`src/rtl/ntt_io_sched.sv`:
```
// Job sequencer around the NTT core: loads coefficients and TF tables from the
// host stream, starts the core, then streams the result back in natural order.
module ntt_io_sched #(
   parameter int D_WIDTH  = 17,
   parameter int BN       = 16,
   parameter int MA       = 64,
   parameter int TF_COLS  = 15,
   parameter int TF_ROWS  = 9,
   parameter int TF_CONST = 14,
   localparam int BW = $clog2(BN),
   localparam int AW = $clog2(MA)
) (
   input  logic               clk,
   input  logic               rst,
   input  logic               cmd_start,
   input  logic [D_WIDTH-1:0] in_data,
   input  logic               in_valid,
   output logic               in_ready,
   output logic               mem_we,
   output logic [BW-1:0]      mem_wbank,
   output logic [AW-1:0]      mem_waddr,
   output logic [D_WIDTH-1:0] mem_wdata,
   output logic               mem_re,
   output logic [BW-1:0]      mem_rbank,
   output logic [AW-1:0]      mem_raddr,
   input  logic [D_WIDTH-1:0] mem_rdata,
   output logic               tf_we,
   output logic               tf_sel,
   output logic [3:0]         tf_row,
   output logic [3:0]         tf_col,
   output logic [D_WIDTH-1:0] tf_wdata,
   output logic               core_start,
   input  logic               core_done,
   output logic [D_WIDTH-1:0] out_data,
   output logic               out_valid,
   input  logic               out_ready,
   output logic               busy,
   output logic               job_done
);
   // state     | meaning
   // S_IDLE    | waiting for cmd_start
   // S_LD_COEF | coefficient stream -> interleaved memory writes
   // S_LD_TFB  | TF base array writes, row-major
   // S_LD_TFC  | TF constant array writes
   // S_RUN     | core started, waiting for core_done
   // S_UNLOAD  | natural-order readback into the output register
   typedef enum logic [2:0] {S_IDLE, S_LD_COEF, S_LD_TFB, S_LD_TFC, S_RUN, S_UNLOAD} state_t;

   localparam logic [BW-1:0] BANK_LAST  = BW'(BN - 1);
   localparam logic [AW-1:0] ADDR_LAST  = AW'(MA - 1);
   localparam logic [3:0]    COL_LAST   = 4'(TF_COLS - 1);
   localparam logic [3:0]    ROW_LAST   = 4'(TF_ROWS - 1);
   localparam logic [3:0]    CONST_LAST = 4'(TF_CONST - 1);

   state_t               state_q, state_d;
   logic [BW-1:0]        bank_q, bank_d;
   logic [AW-1:0]        addr_q, addr_d;
   logic [3:0]           row_idx_q, row_idx_d, col_idx_q, col_idx_d;
   logic                 rd_done_q, rd_done_d;
   logic                 in_ready_q, in_ready_d;
   logic                 mem_we_q, mem_we_d;
   logic [BW-1:0]        mem_wbank_q, mem_wbank_d;
   logic [AW-1:0]        mem_waddr_q, mem_waddr_d;
   logic [D_WIDTH-1:0]   mem_wdata_q, mem_wdata_d;
   logic                 tf_we_q, tf_we_d, tf_sel_q, tf_sel_d;
   logic [3:0]           tf_row_q, tf_row_d, tf_col_q, tf_col_d;
   logic [D_WIDTH-1:0]   tf_wdata_q, tf_wdata_d;
   logic                 core_start_q, core_start_d;
   logic                 out_valid_q, out_valid_d, out_fresh_q, out_fresh_d;
   logic [D_WIDTH-1:0]   out_hold_q, out_hold_d;
   logic                 busy_q, busy_d, job_done_q, job_done_d;
   logic                 in_hs, out_hs, rd_issue;

   // The output register is the memory's read register on the cycle after a
   // read, and a local hold copy thereafter while the consumer stalls.
   assign out_data  = out_fresh_q ? mem_rdata : out_hold_q;
   assign mem_re    = rd_issue;
   assign mem_rbank = (state_q == S_UNLOAD) ? bank_q : '0;
   assign mem_raddr = (state_q == S_UNLOAD) ? addr_q : '0;

   always_comb begin
      in_hs    = in_valid && in_ready_q;
      out_hs   = out_valid_q && out_ready;
      rd_issue = (state_q == S_UNLOAD) && !rd_done_q && (!out_valid_q || out_ready);

      state_d      = state_q;
      bank_d       = bank_q;
      addr_d       = addr_q;
      row_idx_d    = row_idx_q;
      col_idx_d    = col_idx_q;
      rd_done_d    = rd_done_q;
      mem_we_d     = 1'b0;
      mem_wbank_d  = mem_wbank_q;
      mem_waddr_d  = mem_waddr_q;
      mem_wdata_d  = mem_wdata_q;
      tf_we_d      = 1'b0;
      tf_sel_d     = tf_sel_q;
      tf_row_d     = tf_row_q;
      tf_col_d     = tf_col_q;
      tf_wdata_d   = tf_wdata_q;
      core_start_d = 1'b0;
      job_done_d   = 1'b0;
      out_valid_d  = out_valid_q;
      out_fresh_d  = 1'b0;
      out_hold_d   = out_data;

      case (state_q)
         S_IDLE: begin
            if (cmd_start) begin
               state_d   = S_LD_COEF;
               bank_d    = '0;
               addr_d    = '0;
               row_idx_d = '0;
               col_idx_d = '0;
               rd_done_d = 1'b0;
            end
         end
         S_LD_COEF: begin
            if (in_hs) begin
               mem_we_d    = 1'b1;
               mem_wbank_d = bank_q;
               mem_waddr_d = addr_q;
               mem_wdata_d = in_data;
               if (bank_q == BANK_LAST) begin
                  bank_d = '0;
                  if (addr_q == ADDR_LAST) begin
                     addr_d  = '0;
                     state_d = S_LD_TFB;
                  end else begin
                     addr_d = addr_q + 1'b1;
                  end
               end else begin
                  bank_d = bank_q + 1'b1;
               end
            end
         end
         S_LD_TFB: begin
            if (in_hs) begin
               tf_we_d    = 1'b1;
               tf_sel_d   = 1'b0;
               tf_row_d   = row_idx_q;
               tf_col_d   = col_idx_q;
               tf_wdata_d = in_data;
               if (col_idx_q == COL_LAST) begin
                  col_idx_d = '0;
                  if (row_idx_q == ROW_LAST) begin
                     row_idx_d = '0;
                     state_d   = S_LD_TFC;
                  end else begin
                     row_idx_d = row_idx_q + 1'b1;
                  end
               end else begin
                  col_idx_d = col_idx_q + 1'b1;
               end
            end
         end
         S_LD_TFC: begin
            if (in_hs) begin
               tf_we_d    = 1'b1;
               tf_sel_d   = 1'b1;
               tf_row_d   = '0;
               tf_col_d   = col_idx_q;
               tf_wdata_d = in_data;
               if (col_idx_q == CONST_LAST) begin
                  col_idx_d    = '0;
                  state_d      = S_RUN;
                  core_start_d = 1'b1;
               end else begin
                  col_idx_d = col_idx_q + 1'b1;
               end
            end
         end
         S_RUN: begin
            // core_start_q marks the start cycle, where core_done is not trusted
            if (core_done && !core_start_q) state_d = S_UNLOAD;
         end
         S_UNLOAD: begin
            if (rd_issue) begin
               out_valid_d = 1'b1;
               out_fresh_d = 1'b1;
               if (bank_q == BANK_LAST) begin
                  bank_d = '0;
                  if (addr_q == ADDR_LAST) begin
                     addr_d    = '0;
                     rd_done_d = 1'b1;
                  end else begin
                     addr_d = addr_q + 1'b1;
                  end
               end else begin
                  bank_d = bank_q + 1'b1;
               end
            end else if (out_hs) begin
               out_valid_d = 1'b0;
               if (rd_done_q) begin
                  state_d    = S_IDLE;
                  job_done_d = 1'b1;
               end
            end
         end
         default: state_d = S_IDLE;
      endcase

      in_ready_d = (state_d == S_LD_COEF) || (state_d == S_LD_TFB) || (state_d == S_LD_TFC);
      busy_d     = (state_d != S_IDLE);
   end

   always_ff @(posedge clk) begin
      if (rst) begin
         state_q      <= S_IDLE;
         bank_q       <= '0;
         addr_q       <= '0;
         row_idx_q    <= '0;
         col_idx_q    <= '0;
         rd_done_q    <= 1'b0;
         in_ready_q   <= 1'b0;
         mem_we_q     <= 1'b0;
         mem_wbank_q  <= '0;
         mem_waddr_q  <= '0;
         mem_wdata_q  <= '0;
         tf_we_q      <= 1'b0;
         tf_sel_q     <= 1'b0;
         tf_row_q     <= '0;
         tf_col_q     <= '0;
         tf_wdata_q   <= '0;
         core_start_q <= 1'b0;
         out_valid_q  <= 1'b0;
         out_fresh_q  <= 1'b0;
         out_hold_q   <= '0;
         busy_q       <= 1'b0;
         job_done_q   <= 1'b0;
      end else begin
         state_q      <= state_d;
         bank_q       <= bank_d;
         addr_q       <= addr_d;
         row_idx_q    <= row_idx_d;
         col_idx_q    <= col_idx_d;
         rd_done_q    <= rd_done_d;
         in_ready_q   <= in_ready_d;
         mem_we_q     <= mem_we_d;
         mem_wbank_q  <= mem_wbank_d;
         mem_waddr_q  <= mem_waddr_d;
         mem_wdata_q  <= mem_wdata_d;
         tf_we_q      <= tf_we_d;
         tf_sel_q     <= tf_sel_d;
         tf_row_q     <= tf_row_d;
         tf_col_q     <= tf_col_d;
         tf_wdata_q   <= tf_wdata_d;
         core_start_q <= core_start_d;
         out_valid_q  <= out_valid_d;
         out_fresh_q  <= out_fresh_d;
         out_hold_q   <= out_hold_d;
         busy_q       <= busy_d;
         job_done_q   <= job_done_d;
      end
   end

   assign in_ready   = in_ready_q;
   assign mem_we     = mem_we_q;
   assign mem_wbank  = mem_wbank_q;
   assign mem_waddr  = mem_waddr_q;
   assign mem_wdata  = mem_wdata_q;
   assign tf_we      = tf_we_q;
   assign tf_sel     = tf_sel_q;
   assign tf_row     = tf_row_q;
   assign tf_col     = tf_col_q;
   assign tf_wdata   = tf_wdata_q;
   assign core_start = core_start_q;
   assign out_valid  = out_valid_q;
   assign busy       = busy_q;
   assign job_done   = job_done_q;

endmodule

```
`config.mk`:
```
export PLATFORM = sky130hd
export DESIGN_NAME = ntt_io_sched
export DESIGN_NICKNAME = d
export VERILOG_FILES = /design/src/rtl/ntt_io_sched.sv
export SDC_FILE = /design/constraint.sdc
export NUM_CORES = 1
export LEC_CHECK = 0
export CAP_MARGIN = 20
export CELL_PAD_IN_SITES_DETAIL_PLACEMENT = 1
export CELL_PAD_IN_SITES_GLOBAL_PLACEMENT = 1
export CORE_AREA = 3 3 110 112
export CTS_BUF_LIST = sky130_fd_sc_hd__clkbuf_8
export CTS_CLUSTER_DIAMETER = 80
export DETAILED_ROUTE_END_ITERATION = 8
export DIE_AREA = 0 0 113 115
export PLACE_DENSITY = 0.92
export RECOVER_POWER = 25
export SLEW_MARGIN = 20
export SYNTH_ARGS = -nofsm -noshare
export SYNTH_HDL_FRONTEND = slang
export SYNTH_SLANG_ARGS = --single-unit
```
`constraint.sdc`:
```
create_clock -name clk -period 2.6 [get_ports clk]
set_input_delay 0.52 -clock clk [delete_from_list [all_inputs] [get_ports clk]]
set_output_delay 0.52 -clock clk [all_outputs]
set_load 0.02 [all_outputs]
```
==> summary.md <==
| Metric | Value |
|---|---|
| Vias in the first global route | `4073` |
| Max-cap violations | `0` |
| Initial Util | `between 30% and 40%` |
| Gr busiest metal | `met2` |
| Critical Path Start | `out_ready` |
| YS warnings | `0` |
| F_max | `between 0.4 and 0.5 GHz` |
| VDD IR max | `approximately 0.00025 V` |
| CP max FO | `3` |
| Slew @ Worst Pin | `1.07 ns` |
| Placed cell areas | `around 5600 um^2` |
| Yosys cell types | `44` |
| Total Routed Length | `about 13000 um` |
| Share of layout cells above drive strength 1 | `under 10%` |
| PortBufs | `between 100 and 150` |
| Sequential area share after synthesis | `roughly half` |
| Area growth syn-to-layout | `39.4%` |
| DRT iter0 DRCs | `227` |
| Startpoint types | `input pin` |
| GRT Util Overall | `about 20%` |
| First-pass GRT wire length | `approximately 20000 um` |
| Max-slew headroom | `between 20 and 30%` |
| Die width | `about 110 um` |
| Largest net degree at the start of global routing | `54` |
| Top-area cell type share of the netlist area | `49.0%` |
| Tmin final | `approximately 2.5 ns` |
| Die Footprint | `between 10000 and 15000 um^2` |
| Outcome | `finished, final reports clean` |
| Tcrit/Tclk final | `94.8%` |
| Synth Instances | `486` |
| Initial antenna violation count | `0` |
| Mapped Nets | `533` |
| GRT met1 Usage | `a little under a quarter` |
| Avg WL per Cell | `between 15 and 20 um` |
| M3 GR Usage | `3.37%` |
| Kind of critical path | `input pin to output pin` |
| Num CTS Buffers | `9` |
| CTS tree | `yes` |
| Gpl congestion | `roughly 0.8` |
| Die H | `115 um` |
| Crit. End Element | `output pin` |
| NumNets Final | `between 600 and 700` |
| Worst skew pair latency | `about 0.37 ns` |
| Core area | `between 10000 and 15000 um^2` |
| Top-count cell post-synth | `nand2_1` |
| Postcts setup bufs | `0` |
| Avg Cell Area, Syn | `about 8.4 um^2` |
| Synth area leader | `dfxtp_1` |
| Via count | `3917` |
| Setup TNS | `0 ns` |
| Met2 global-route usage | `a little over a third` |
| Standard-cell rows | `39` |
| PwrDens | `472 nW/um^2` |
| Hold Path Class | `register to register` |
| Vias per std cell | `5.15` |
| 1st-pass router iterations | `4` |
| H-Tree Depth | `3` |
| DP HPWL | `9360 um` |
| EDFF count, synth | `0` |
| Final Skew | `~0.012 ns` |
| Fin util | `between 50% and 60%` |
| Primary FF master, synth | `dfxtp_1` |
| Clock tree buffer depth | `2` |
| DRT antenna net count | `0` |
| Reg-to-reg critical path startpoint | `state_q[0]` |
| Commonest cells post-synth | `nand2_1, dfxtp_1, a21oi_1, nor2_1, clkbuf_1` |
| Synth area leaders | `dfxtp_1, nand2_1, a21oi_1` |
| DRC | `0` |
| Grt ovf | `0` |
| I/O pin cnt | `128` |
| Cts hold-fix bufs | `0` |
| Final-report hold violation count | `0` |
| CP required | `approximately 2.1 ns` |
| Root buf cell | `clkbuf_8` |
| Final Max Slew Viols | `0` |
| Antenna Cells | `0` |
| LEAKAGE | `roughly 2 nW` |
| Critical path arrival | `a little under 2 ns` |
| Clock Pin Slew Worst Setup and Hold Paths | `0.09 ns` |
| Async set or reset register ratio after synthesis | `0%` |
| Synth Register Bits | `100` |
| Pwr Total | `2.69 mW` |
| Hold path start | `tf_row[2]` |
| Post-route cell area | `around 5700 um^2` |
| CTS Sinks | `100` |
| Cell Area, Synth | `a little over 4000 um^2` |
| Setup violators final | `0` |
| RSZ-0062 raised after global routing | `false` |
| Hold_ws | `0.458 ns` |
-- cells in the final DEF (no fill, tap or decap), types with 4 or more instances in the layout --
cell and count:
a21oi_1 67, and3_1 13, buf_4 11, clkbuf_8 10
clkdlybuf4s50_1 125, clkinv_2 4, dfxtp_1 99, ha_1 7
inv_1 6, mux2_2 18, nand2_1 120, nand3_1 20
nand4_1 5, nor2_1 23, nor2b_1 18, nor3_1 8
o21ai_0 8, xor2_1 7
-- worst max-delay path: stages --
cell	delay [ns]
clkdlybuf4s50_1	0.52
nor2b_1	0.07
nor3_1	0.19
clkdlybuf4s50_1	0.64
-- sequential cells by signal (all words and copies together), names as in the netlist --
signal and flops:
addr_q 6, bank_q 4, busy 1, col_idx_q 4, core_start 1, in_ready 1
job_done 1, mem_waddr 6, mem_wbank 4, mem_wdata 17, mem_we 1, out_fresh_q 1
out_hold_q 17, out_valid 1, rd_done_q 1, row_idx_q 4, state_q 3, tf_col 4
tf_row 4, tf_sel 1, tf_wdata 17, tf_we 1
-- cells by family (layout without fill, tap and decap cells) --
| group | Yosys count | count (layout) | synth area share [%] |
|---|---|---|---|
| simple gates | 228 | 228 | 25.8 |
| mux | 20 | 20 | 5.45 |
| buf+inv | 34 | 165 | 3.27 |
| xor+xnor | 8 | 8 | 1.71 |
| compound gates | 89 | 89 | 12.7 |
| flops | 100 | 100 | 49.0 |
| fa+ha+maj | 7 | 7 | 2.14 |
-- what timing repair did --
| item | CTS | global route |
|---|---|---|
| resized for setup | 2 | 1 |
| pin swaps | 0 | 0 |
| setup endpoints to repair | 11 | 11 |
| cloned | 0 | 0 |
-- final timing paths --
path / endpoint / slack, ns / cells after the start
worst min register to register: tf_row[2] / 0.46 / 2
worst min-delay path: tf_row[2] / 0.46 / 2
worst max register to register: addr_q[5] / 0.54 / 6
worst max-delay path: mem_re / 0.14 / 4
-- layout make-up --
| type | count | area (um^2) |
|---|---|---|
| clock buffer | 10 | 138 |
| clock inverter | 6 | 31.3 |
| fill | 1331 | 5620 |
| inverter | 7 | 26.3 |
| multi-input combinational | 352 | 1960 |
| sequential | 100 | 2000 |
| tap | 143 | 179 |
| timing repair buffer | 142 | 1370 |
-- per-layer routing --
metal	share of wire [%]	vias to the layer above
li1	-	1897
met1	43	1913
met2	51	91
met3	4.3	16
met4	1.7	0
met5	0	-
-- report_power, final --
group	total (mW)	internal (mW)	switching, mW
clock network	0.902	0.365	0.537
logic	0.227	0.106	0.120
registers	1.56	1.55	0.0150
-- metrics by stage --
stage          setup slack, ns  cells
2_1_floorplan            0.708    486
3_3_place_gp             0.185    744
3_5_place_dp             0.158    744
4_1_cts                 0.0441    760
5_1_grt                 0.0415    760
6_report                 0.136    760
Power figures use the tool's default switching activity.
